$ cat src/rtl/mem_access_unit.sv
// Load/store bus initiator: serialises byte/halfword/word accesses into single-byte
// little-endian memory transactions and returns extended load data with a done pulse.
module mem_access_unit #(
    parameter int AW = 32
) (
    input  logic          clk,
    input  logic          rst,
    input  logic          req,
    input  logic          we,
    input  logic [1:0]    size,
    input  logic          uns,
    input  logic [AW-1:0] addr,
    input  logic [31:0]   wdata,
    output logic [31:0]   rdata,
    output logic          busy,
    output logic          done,
    output logic [AW-1:0] mem_adr,
    output logic [7:0]    mem_wdata,
    output logic          mem_read,
    output logic          mem_write,
    input  logic [7:0]    mem_rdata
);

    typedef enum logic [1:0] {IDLE, XFER, DONE} state_t;

    state_t        state, state_nxt;
    logic [AW-1:0] base_p0;
    logic [31:0]   wbuf_p0;
    logic [31:0]   asm_p0;
    logic [31:0]   asm_nxt;
    logic          we_p0;
    logic          uns_p0;
    logic [1:0]    size_p0;
    logic [1:0]    cnt_p0;
    logic [1:0]    last;

    // Fill bits above the loaded width with the top data bit, or zeros when unsigned.
    function automatic logic signed [31:0] extend(input logic [31:0] v,
                                                  input logic [1:0]  sz,
                                                  input logic        u);
        logic signed [31:0] r;
        case (sz)
            2'b00:   r = {{24{v[7]  & ~u}}, v[7:0]};
            2'b01:   r = {{16{v[15] & ~u}}, v[15:0]};
            default: r = v;
        endcase
        return r;
    endfunction

    always_comb begin
        case (size_p0)
            2'b00:   last = 2'd0;
            2'b01:   last = 2'd1;
            default: last = 2'd3;
        endcase
    end

    // The bus address and byte lane follow the counter, so both hold outside XFER.
    assign mem_adr   = base_p0 + {{(AW-2){1'b0}}, cnt_p0};
    assign mem_wdata = wbuf_p0[{cnt_p0, 3'b000} +: 8];

    always_comb begin
        state_nxt = state;
        busy      = 1'b0;
        done      = 1'b0;
        mem_read  = 1'b0;
        mem_write = 1'b0;
        asm_nxt   = asm_p0;
        asm_nxt[{cnt_p0, 3'b000} +: 8] = mem_rdata;
        case (state)
            IDLE: begin
                if (req) state_nxt = XFER;
            end
            XFER: begin
                busy = 1'b1;
                // Enables are gated by reset so an aborting edge never commits a byte.
                mem_read  = ~we_p0 & ~rst;
                mem_write = we_p0 & ~rst;
                if (cnt_p0 == last) state_nxt = DONE;
            end
            DONE: begin
                done      = 1'b1;
                state_nxt = IDLE;
            end
            default: state_nxt = IDLE;
        endcase
    end

    always_ff @(posedge clk) begin
        if (rst) begin
            state   <= IDLE;
            cnt_p0  <= 2'd0;
            base_p0 <= '0;
            wbuf_p0 <= 32'd0;
            asm_p0  <= 32'd0;
            rdata   <= 32'd0;
            we_p0   <= 1'b0;
            uns_p0  <= 1'b0;
            size_p0 <= 2'd0;
        end else begin
            state <= state_nxt;
            case (state)
                IDLE: begin
                    if (req) begin
                        base_p0 <= addr;
                        wbuf_p0 <= wdata;
                        we_p0   <= we;
                        uns_p0  <= uns;
                        size_p0 <= size;
                        cnt_p0  <= 2'd0;
                        asm_p0  <= 32'd0;
                    end
                end
                XFER: begin
                    if (!we_p0) asm_p0 <= asm_nxt;
                    if (cnt_p0 == last) begin
                        if (!we_p0) rdata <= extend(asm_nxt, size_p0, uns_p0);
                    end else begin
                        cnt_p0 <= cnt_p0 + 2'd1;
                    end
                end
                default: ;
            endcase
        end
    end

endmodule

$ cat config.mk
export PLATFORM = sky130hd
export DESIGN_NAME = mem_access_unit
export DESIGN_NICKNAME = d
export VERILOG_FILES = /design/src/rtl/mem_access_unit.sv
export SDC_FILE = /design/constraint.sdc
export NUM_CORES = 1
export LEC_CHECK = 0
export BUFFER_PORTS_ARGS = -buffer_cell sky130_fd_sc_hd__buf_2
export CORE_ASPECT_RATIO = 0.75
export CORE_MARGIN = 2
export CORE_UTILIZATION = 50
export CTS_CLUSTER_DIAMETER = 40
export CTS_CLUSTER_SIZE = 28
export DETAILED_ROUTE_END_ITERATION = 6
export GPL_TIMING_DRIVEN = 0
export PLACE_DENSITY = 0.73
export SYNTH_ARGS = -nofsm -noshare
export SYNTH_HDL_FRONTEND = slang
export SYNTH_SLANG_ARGS = --single-unit
export TNS_END_PERCENT = 1
$ cat constraint.sdc
create_clock -name clk -period 4.3 [get_ports clk]
set_input_delay 1.075 -clock clk [delete_from_list [all_inputs] [get_ports clk]]
set_output_delay 1.075 -clock clk [all_outputs]
set_load 0.02 [all_outputs]
Word-level counts from Yosys, hierarchy flattened
Index checks and enable logic that the tools add are counted.
{ "classes": {"n_addsub": 3, "n_eq_ne": 8, "shift": 3, "muxes": 16, "bitwise": 7, "reduce_logical": 8} }
{ "ops": {"columns": ["op", "count"], "rows": [
  ["$pmux W32 S2", 2],
  ["$mux W32", 2],
  ["$add A32 B2 Y32", 1],
  ["$bwmux W32", 1],
  ["$shift A8 B7 Y32 const A", 1],
  ["$shiftx A32 B6 Y8", 1],
  ["$shiftx A8 B7 Y32", 1],
  ["$pmux W2 S2", 3],
  ["$reduce_and A3 Y1", 3],
  ["$mux W2", 4],
  ["$ne A2 B2 Y1 const B", 4],
  ["$neg A5 Y7", 1],
  ["$and A1 B1 Y1", 4],
  ["$eq A2 B1 Y1 const B", 2],
  ["$logic_not A2 Y1", 2],
  ["$mux W1", 4],
  ["$reduce_and A2 Y1", 2],
  ["$not A1 Y1", 3],
  ["$add A2 B1 Y2 const B", 1],
  ["$eq A2 B2 Y1", 1],
  ["$eq A2 B2 Y1 const B", 1],
  ["$reduce_bool A2 Y1", 1]
]} }
{ "word_totals": {"ff_bits": 136, "inputBits": 79, "output_inout_bits": 76} }

Logic depth before layout (Yosys ltp)
Gate-level depths: netlist of the first run.
{ "depth": {"depth_word": 5, "mapped_depth": 9, "mapped_depth_nobuf": 7} }

Worst setup path after synthesis of the first run
Ideal clock, no wire load.
{ "synth_timing": {"kind": "register -> output", "from": "reg cnt_p0[1]", "to": "out mem_adr[30]", "arrival_time_ns": 2.605, "required_time_ns": 3.225, "path_slack_ns": 0.620, "path_stages_with_launch": 9, "cell_sequence": "dfxtp_1 clkbuf_1 inv_1 fa_1 and4b_1 buf_2 nand4_2 nor4_1 xor2_1"} }
{ "synth_between": {"elab_chain_len": 1} }
{ "synth_lines": {"columns": ["element", "line_no", "text"], "rows": [
  ["start: declaration", "34", "logic [1:0] cnt_p0;"],
  ["start signal: assignment", "119", "cnt_p0 <= cnt_p0 + 2'd1;"],
  ["$add A32 B2 Y32", "59", "assign mem_adr = base_p0 + {{(AW-2){1'b0}}, cnt_p0};"],
  ["end: declaration", "17", "output logic [AW-1:0] mem_adr,"]
]} }
No other way between the ends.

Worst setup path in the final report of the first run
{ "layout_timing": {"from": "reg cnt_p0[1]", "to": "out mem_adr[24]"} }
Same word-level chain as after synthesis.

==> impl_metrics.yaml, run 1 <==
yosys:
  postSynthNetCount: 825
  syn_inst: 739
  synth_cell_types: 51
  synthFlopType: "dfxtp_1"
  ys_ff_latch: 136
  async_flop_share_pct: 0
  synth_area_leaders: "dfxtp_1, nand2_1, a21oi_1, a22oi_1, xor2_1"
  synth_area_sq_mm: 0.006153
  seq_area_frac_synth_pct: 44.25
  synth.largest_area_cell: "dfxtp_1"
  yosys_warnings: 0
  synth_edf_count: 0
  avgSynthCellArea_sq_um: 8.327
  yosys.area.top_type_share_pct: 44.25
grt:
  grt_pass1_vias: 5682
  grt_pass1_wl_um: 27950
  grt_overflow: 0
  grt_max_degree: 17
  track_usage_pct: 26.80
  antenna_found_initial: 0
run:
  max-cap-violations: 0
sta:
  slew_headroom_pct: 43.67
  hold_viol: 0
  worst_pin_slew_ns: 0.8432
  final.setup.worst_slack_ns: 0.2327
  fin_crit_sh_pct: 94.59
  finalSetupViolations: 0
  skew_ns: 0.008950
  drv_slew: 0
  fmax_mhz: 245.9
  final.setup.tns_ns: 0
  fin_crit_ns: 4.067
  rsz0062_at_grt: "false"
worst_setup_path:
  cp_max_fo: 10
  crit_required_ns: 3.22
  arrival_ns: 2.99
  r2r_start: "cnt_p0[0]$_SDFFE_PP0P_"
  crit_path_start_kind: "register"
  end_kind: "primary output"
  rrSetupSlack_ns: 1.40
  rr_worst_depth: 9
  worstSetupPathType: "reg -> out"
  rr_endpoint: "rdata[21]$_SDFFE_PP0P_"
worst_hold_path:
  min_from: "wbuf_p0[22]$_SDFFE_PP0P_"
  holdPathStages: 2
  hold_path.class: "reg -> reg"
  worstHoldEndpoint: "wbuf_p0[22]$_SDFFE_PP0P_"
cells_and_area:
  diodes: 0
  area_growth_pct: 25.99
  drive_gt1_share_pct: 24.03
  nets: 997
floorplan:
  dieHeight_um: 100.1
  rows: 35
  die_x_um: 132.1
  io_pins: 155
  core-area_sq_mm: 0.01213
  dieArea_sq_mm: 0.01322
  initial_core_util_pct: 50.73
routing:
  vias_per_cell: 5.490
  firstDrtPassIters: 5
  drt_wl_total_um: 17530
  antenna_left: 0
  wl_per_cell_um: 16.08
  vias: 5984
  drt_iter0_drc: 424
  drc: 0
placed_design:
  place.gp.congestion: 0.8232
  dp_hpwl_um: 12450
  port_buffers: 153
  place_ws_ns: 0.05127
clocking:
  clock_path_buffers: 2
  numCtsBuffers: 17
  clk_latency_ns: 0.42
  h-tree-depth: 4
  cts.sinks: 136
  cts_root_buf: "clkbuf_16"
  path_clk_slew_ns: 0.06
  cts_setup_buffers: 0
  cts_tree: "yes"
  cts_hold_buf: 0
pwr:
  power_frac_seq_pct: 41.0
  p_leak_nw: 3.180
  power.internal_mw: 2.401
  power_density_mw_per_mm2: 438.7
  switching_power_uw: 999.7
  combPwrFrac_pct: 15.2
  peakVddDrop_mv: 0.3634
  p_clk_share_pct: 43.7
  power_switching_share_pct: 29.40
outcome:
  outcome: "finished, final reports clean"
==> worst max-delay path, cell delays in order, from the launching register on <==
cell	delay (ns)
dfxtp_2	0.42
clkbuf_4	0.27
inv_1	0.14
fa_1	0.46
and4b_1	0.27
buf_2	0.18
nand4_4	0.20
nor3_2	0.19
xor2_1	0.25
buf_2	0.21
==> Yosys cell counts (6+ instances only) <==
master and number:
ha_1 6, a211oi_1 25, mux4_2 8, nand2b_1 22, nand2_1 178, clkbuf_1 42
nand3_1 8, dfxtp_1 136, xor2_1 22, a22oi_1 30, inv_1 16, nor3_1 16
a22o_1 9, xnor2_1 9, a21oi_1 103, o21ai_0 23, nor4_1 9, buf_2 6
nor2_1 21
==> repair_timing <==
action                                  4_1_cts  5_1_grt
endpoints found under the setup margin        9        2
gates resized for setup                       4        2
cloned                                        0        0
endpoints found under the hold margin         0        0
==> power by group through the flow <==
stage | logic (mW) | clock network [mW] | registers [mW]
2_1_floorplan | 0.298 | 0 | 1.45
3_3_place_gp | 0.507 | 0 | 1.42
3_5_place_dp | 0.511 | 0 | 1.42
4_1_cts | 0.515 | 1.49 | 1.39
5_1_grt | 0.566 | 1.55 | 1.41
6_report | 0.518 | 1.49 | 1.40
==> cell usage in the layout (no fill, tap or decap), drive strengths merged, types with 2 or more instances in the layout <==
cell and count:
nor3 16, nand2 178, xnor2 9, clkbuf 61, nand4 6, xor2 22, a22oi 30, mux4 8
and4 4, a211oi 29, a21oi 103, nor2 21, nor2b 2, buf 165, nor4 9, clkinvlp 5
and4b 2, dfxtp 136, inv 23, ha 6, a311oi 2, a22o 9, o21ai 23, nand2b 23
o211ai 2, bufinv 2, and4bb 2, nand3 9, nor3b 4
==> cell families (layout without fill, tap and decap cells) <==
group	Yosys count	in the layout	synth area share, %
flip-flops	136	136	44.25
adder cells (fa/ha/maj)	7	7	1.545
XOR/XNOR	31	31	4.412
multiplexers	8	8	2.928
AO/OA/AOI/OAI	203	203	20.80
buffers and inverters	72	257	4.839
AND/OR/NAND/NOR	282	282	21.23
==> routing by layer <==
layer | part of all wire, % | wire length, um | global-route usage (%)
met2 | 44 | 7628 | 41.27
met5 | 0 | 0 | 0
met1 | 47 | 8319 | 37.61
met4 | 1.2 | 217 | 8.696
met3 | 7.8 | 1363 | 6.061
==> sequential cells by signal (all words and copies together) (netlist names) <==
name and cells:
uns_p0 1, base_p0 32, size_p0 2, rdata 32
state 2, cnt_p0 2, wbuf_p0 32, we_p0 1
asm_p0 32
==> worst max-delay path by stage <==
stage          slack (ns)                    from     endpoint
2_1_floorplan        0.62  cnt_p0[1]$_SDFFE_PP0P_  mem_adr[30]
3_3_place_gp         0.08  cnt_p0[1]$_SDFFE_PP0P_  mem_adr[30]
3_5_place_dp         0.05  cnt_p0[1]$_SDFFE_PP0P_  mem_adr[30]
4_1_cts              0.09  cnt_p0[1]$_SDFFE_PP0P_  mem_adr[24]
5_1_grt              0.10  cnt_p0[1]$_SDFFE_PP0P_  mem_adr[26]
6_report             0.23  cnt_p0[1]$_SDFFE_PP0P_  mem_adr[24]
==> per-stage QoR <==
step                std cells  hold slack, ns  cell area, sq um  total power [mW]  utilization (%)
floorplan                 739          0.4173              6153             1.744                -
global placement         1058          0.4349              7127             1.926            58.75
detailed placement       1058          0.4426              7127             1.932            58.75
CTS                      1090          0.4547              7739             3.401            63.80
global route             1090          0.4760              7752             3.522            63.91
finish                   1090          0.4534              7752             3.401            63.91
==> area by class of cell <==
cell class,instances,area (sq um)
Buffer,55,237.7
Multi-Input combinational cell,531,3153
Fill cell,1089,4378
Inverter,17,63.81
Clock buffer,18,439.2
Clock inverter,14,161.4
Tap cell,166,207.7
Timing Repair Buffer,153,765.7
Sequential cell,136,2724
No activity file was read; power rests on OpenSTA's default activity.
==> run 2: changes to the inputs <==
--- a/config.mk
+++ b/config.mk
@@ -7,13 +7,13 @@
 export LEC_CHECK = 0
 export BUFFER_PORTS_ARGS = -buffer_cell sky130_fd_sc_hd__buf_2
 export CORE_ASPECT_RATIO = 0.75
-export CORE_MARGIN = 2
-export CORE_UTILIZATION = 50
+export CORE_MARGIN = 3
+export CORE_UTILIZATION = 53
 export CTS_CLUSTER_DIAMETER = 40
 export CTS_CLUSTER_SIZE = 28
 export DETAILED_ROUTE_END_ITERATION = 6
 export GPL_TIMING_DRIVEN = 0
-export PLACE_DENSITY = 0.73
+export PLACE_DENSITY = 0.77
 export SYNTH_ARGS = -nofsm -noshare
 export SYNTH_HDL_FRONTEND = slang
 export SYNTH_SLANG_ARGS = --single-unit
==> run 2 against run 1 <==
  * Sequential power is essentially flat
  * Clock-buffer cell count shrank 1
  * Maximum frequency shrank 2.7%
  * Clock skew grew 0.0015 ns
  * Final cell count shrank 2.4%
  * Total power grew 0.99%
  * Largest cell class unchanged
  * Clock power is essentially flat
  * Global-route usage grew 1.1 points
  * Largest power group unchanged
  * Die area shrank 2.0%
  * First-iteration DRC count grew 15%
  * Worst setup slack lost 0.11 ns
  * Register-to-register slack lost 0.10 ns
==> impl_metrics.yaml, run 2 (same netlist as run 1, synthesis figures left out) <==
routing:
  wl_per_cell_um: 17.03
  vias_per_cell: 5.787
  antenna_left: 0
  firstDrtPassIters: 5
  drt_wl_total_um: 18120
  vias: 6157
  drt_iter0_drc: 487
  drc: 0
cells_and_area:
  fill_cells: 883
  drive_gt1_share_pct: 23.81
  final_common_cell: "nand2_1"
  seqCellArea_sq_mm: 0.002724
  final_cell_mix: "nand2_1, buf_2, dfxtp_1"
  diodes: 0
  multiInputGateArea_sq_mm: 0.003133
  instances_no_fill: 1064
  nets: 997
  area_growth_pct: 25.40
worst_setup_path:
  end_kind: "primary output"
  timing.critical_path.cells: "clkbuf_4 -> inv_1 -> fa_1 -> and4b_1 -> buf_2 -> nand4_2 -> nor4_1 -> xor2_1 -> buf_2"
  crit_family: "simple AND/OR/NAND/NOR gates"
  cpMostUsedCell: "buf_2"
  crit_path_start_kind: "register"
  critPathBufInv: 4
  cp_max_fo: 10
  crit_required_ns: 3.22
  slowest_delay_ns: 0.47
  arrival_ns: 3.10
  worstSetupPathType: "reg -> out"
  slowest_stage: "fa_1"
placed_design:
  place.gp.congestion: 0.8810
  dp_hpwl_um: 13140
  port_buffers: 153
  place_inst: 1032
outcome:
  outcome: "finished, final reports clean"
pwr:
  power_density_mw_per_mm2: 445.1
  peakVddDrop_mv: 0.2874
  p_leak_nw: 3.189
floorplan:
  rows: 33
  initial_core_util_pct: 55.20
  core-area_sq_mm: 0.01115
  dieArea_sq_mm: 0.01295
  dieHeight_um: 99.32
  io_pins: 155
  die_x_um: 130.4
sta:
  fmax_mhz: 239.3
  fin_crit_ns: 4.178
  worst_pin_slew_ns: 0.9627
  final.setup.tns_ns: 0
  slew_headroom_pct: 35.68
  hold_viol: 0
  drv_slew: 0
  rsz0062_at_grt: "true"
  fin_crit_sh_pct: 97.17
  finalSetupViolations: 0
  skew_ns: 0.01049
clocking:
  cts-resized-gates: 3
  cts_root_buf: "clkbuf_16"
  numCtsBuffers: 17
  clock_path_buffers: 2
  path_clk_slew_ns: 0.06
  cts_setup_buffers: 0
  cts_tree: "yes"
  cts.sinks: 136
  h-tree-depth: 4
  cts_hold_buf: 0
  clk_latency_ns: 0.42
grt:
  antenna_found_initial: 1
  grt_pass1_vias: 5910
  grt_pass1_wl_um: 28750
  grt_overflow: 0
  grt_max_degree: 17
  track_usage_pct: 27.92
worst_hold_path:
  hold_path.class: "reg -> reg"
run:
  max-cap-violations: 0
[run 2: worst paths after layout]
kind | start | end | slack, ns | cells past startpoint
max | cnt_p0[1]$_SDFFE_PP0P_ | mem_adr[30] | 0.12 | 9
min | wbuf_p0[23]$_SDFFE_PP0P_ | wbuf_p0[23]$_SDFFE_PP0P_ | 0.45 | 2
max reg2reg | cnt_p0[0]$_SDFFE_PP0P_ | rdata[24]$_SDFFE_PP0P_ | 1.30 | 9
min reg2reg | wbuf_p0[23]$_SDFFE_PP0P_ | wbuf_p0[23]$_SDFFE_PP0P_ | 0.45 | 2
[run 2: where the power goes]
part,switching (mW),internal [mW]
clock network,0.590,0.925
registers,0.0571,1.34
logic,0.344,0.179
[run 2: final cells by class]
cell class	instances	area share, %
buffer	55	3.081
timing repair buffer	153	9.924
tap	140	2.270
multi-input combinational	531	40.60
sequential	136	35.30
clock inverter	15	2.481
inverter	17	0.8270
clock buffer	17	5.513
[run 2: routing by layer]
layer	vias up	global-route usage, %	part of all wire, %
met5	-	0	0.072
met2	289	42.99	46
met4	2	6.957	1.5
met3	28	6.065	8.3
met1	2923	40.19	44
li1	2915	-	-
[run 2: worst reg2reg max path, delay by kind of cell, from the launching register on]
family,cells,cell delay (ns)
flip-flops,1,0.44
buffers and inverters,4,0.87
AO/OA/AOI/OAI,3,0.92
adder cells (fa/ha/maj),1,0.41
AND/OR/NAND/NOR,1,0.22
[run 2: metrics by stage]
| stage | power, mW | instance area (sq um) | utilization [%] | setup WS [ns] | hold WS [ns] |
|---|---|---|---|---|---|
| after floorplan | 1.744 | 6153 | - | 0.6202 | 0.4173 |
| after global placement | 1.918 | 7094 | 63.64 | 0.1135 | 0.4345 |
| after detailed placement | 1.936 | 7094 | 63.64 | 0.08606 | 0.4457 |
| after CTS | 3.438 | 7716 | 69.21 | 0.1095 | 0.4550 |
| after global routing | 3.563 | 7716 | 69.21 | -0.03067 | 0.4796 |
| final | 3.435 | 7716 | 69.21 | 0.1216 | 0.4526 |
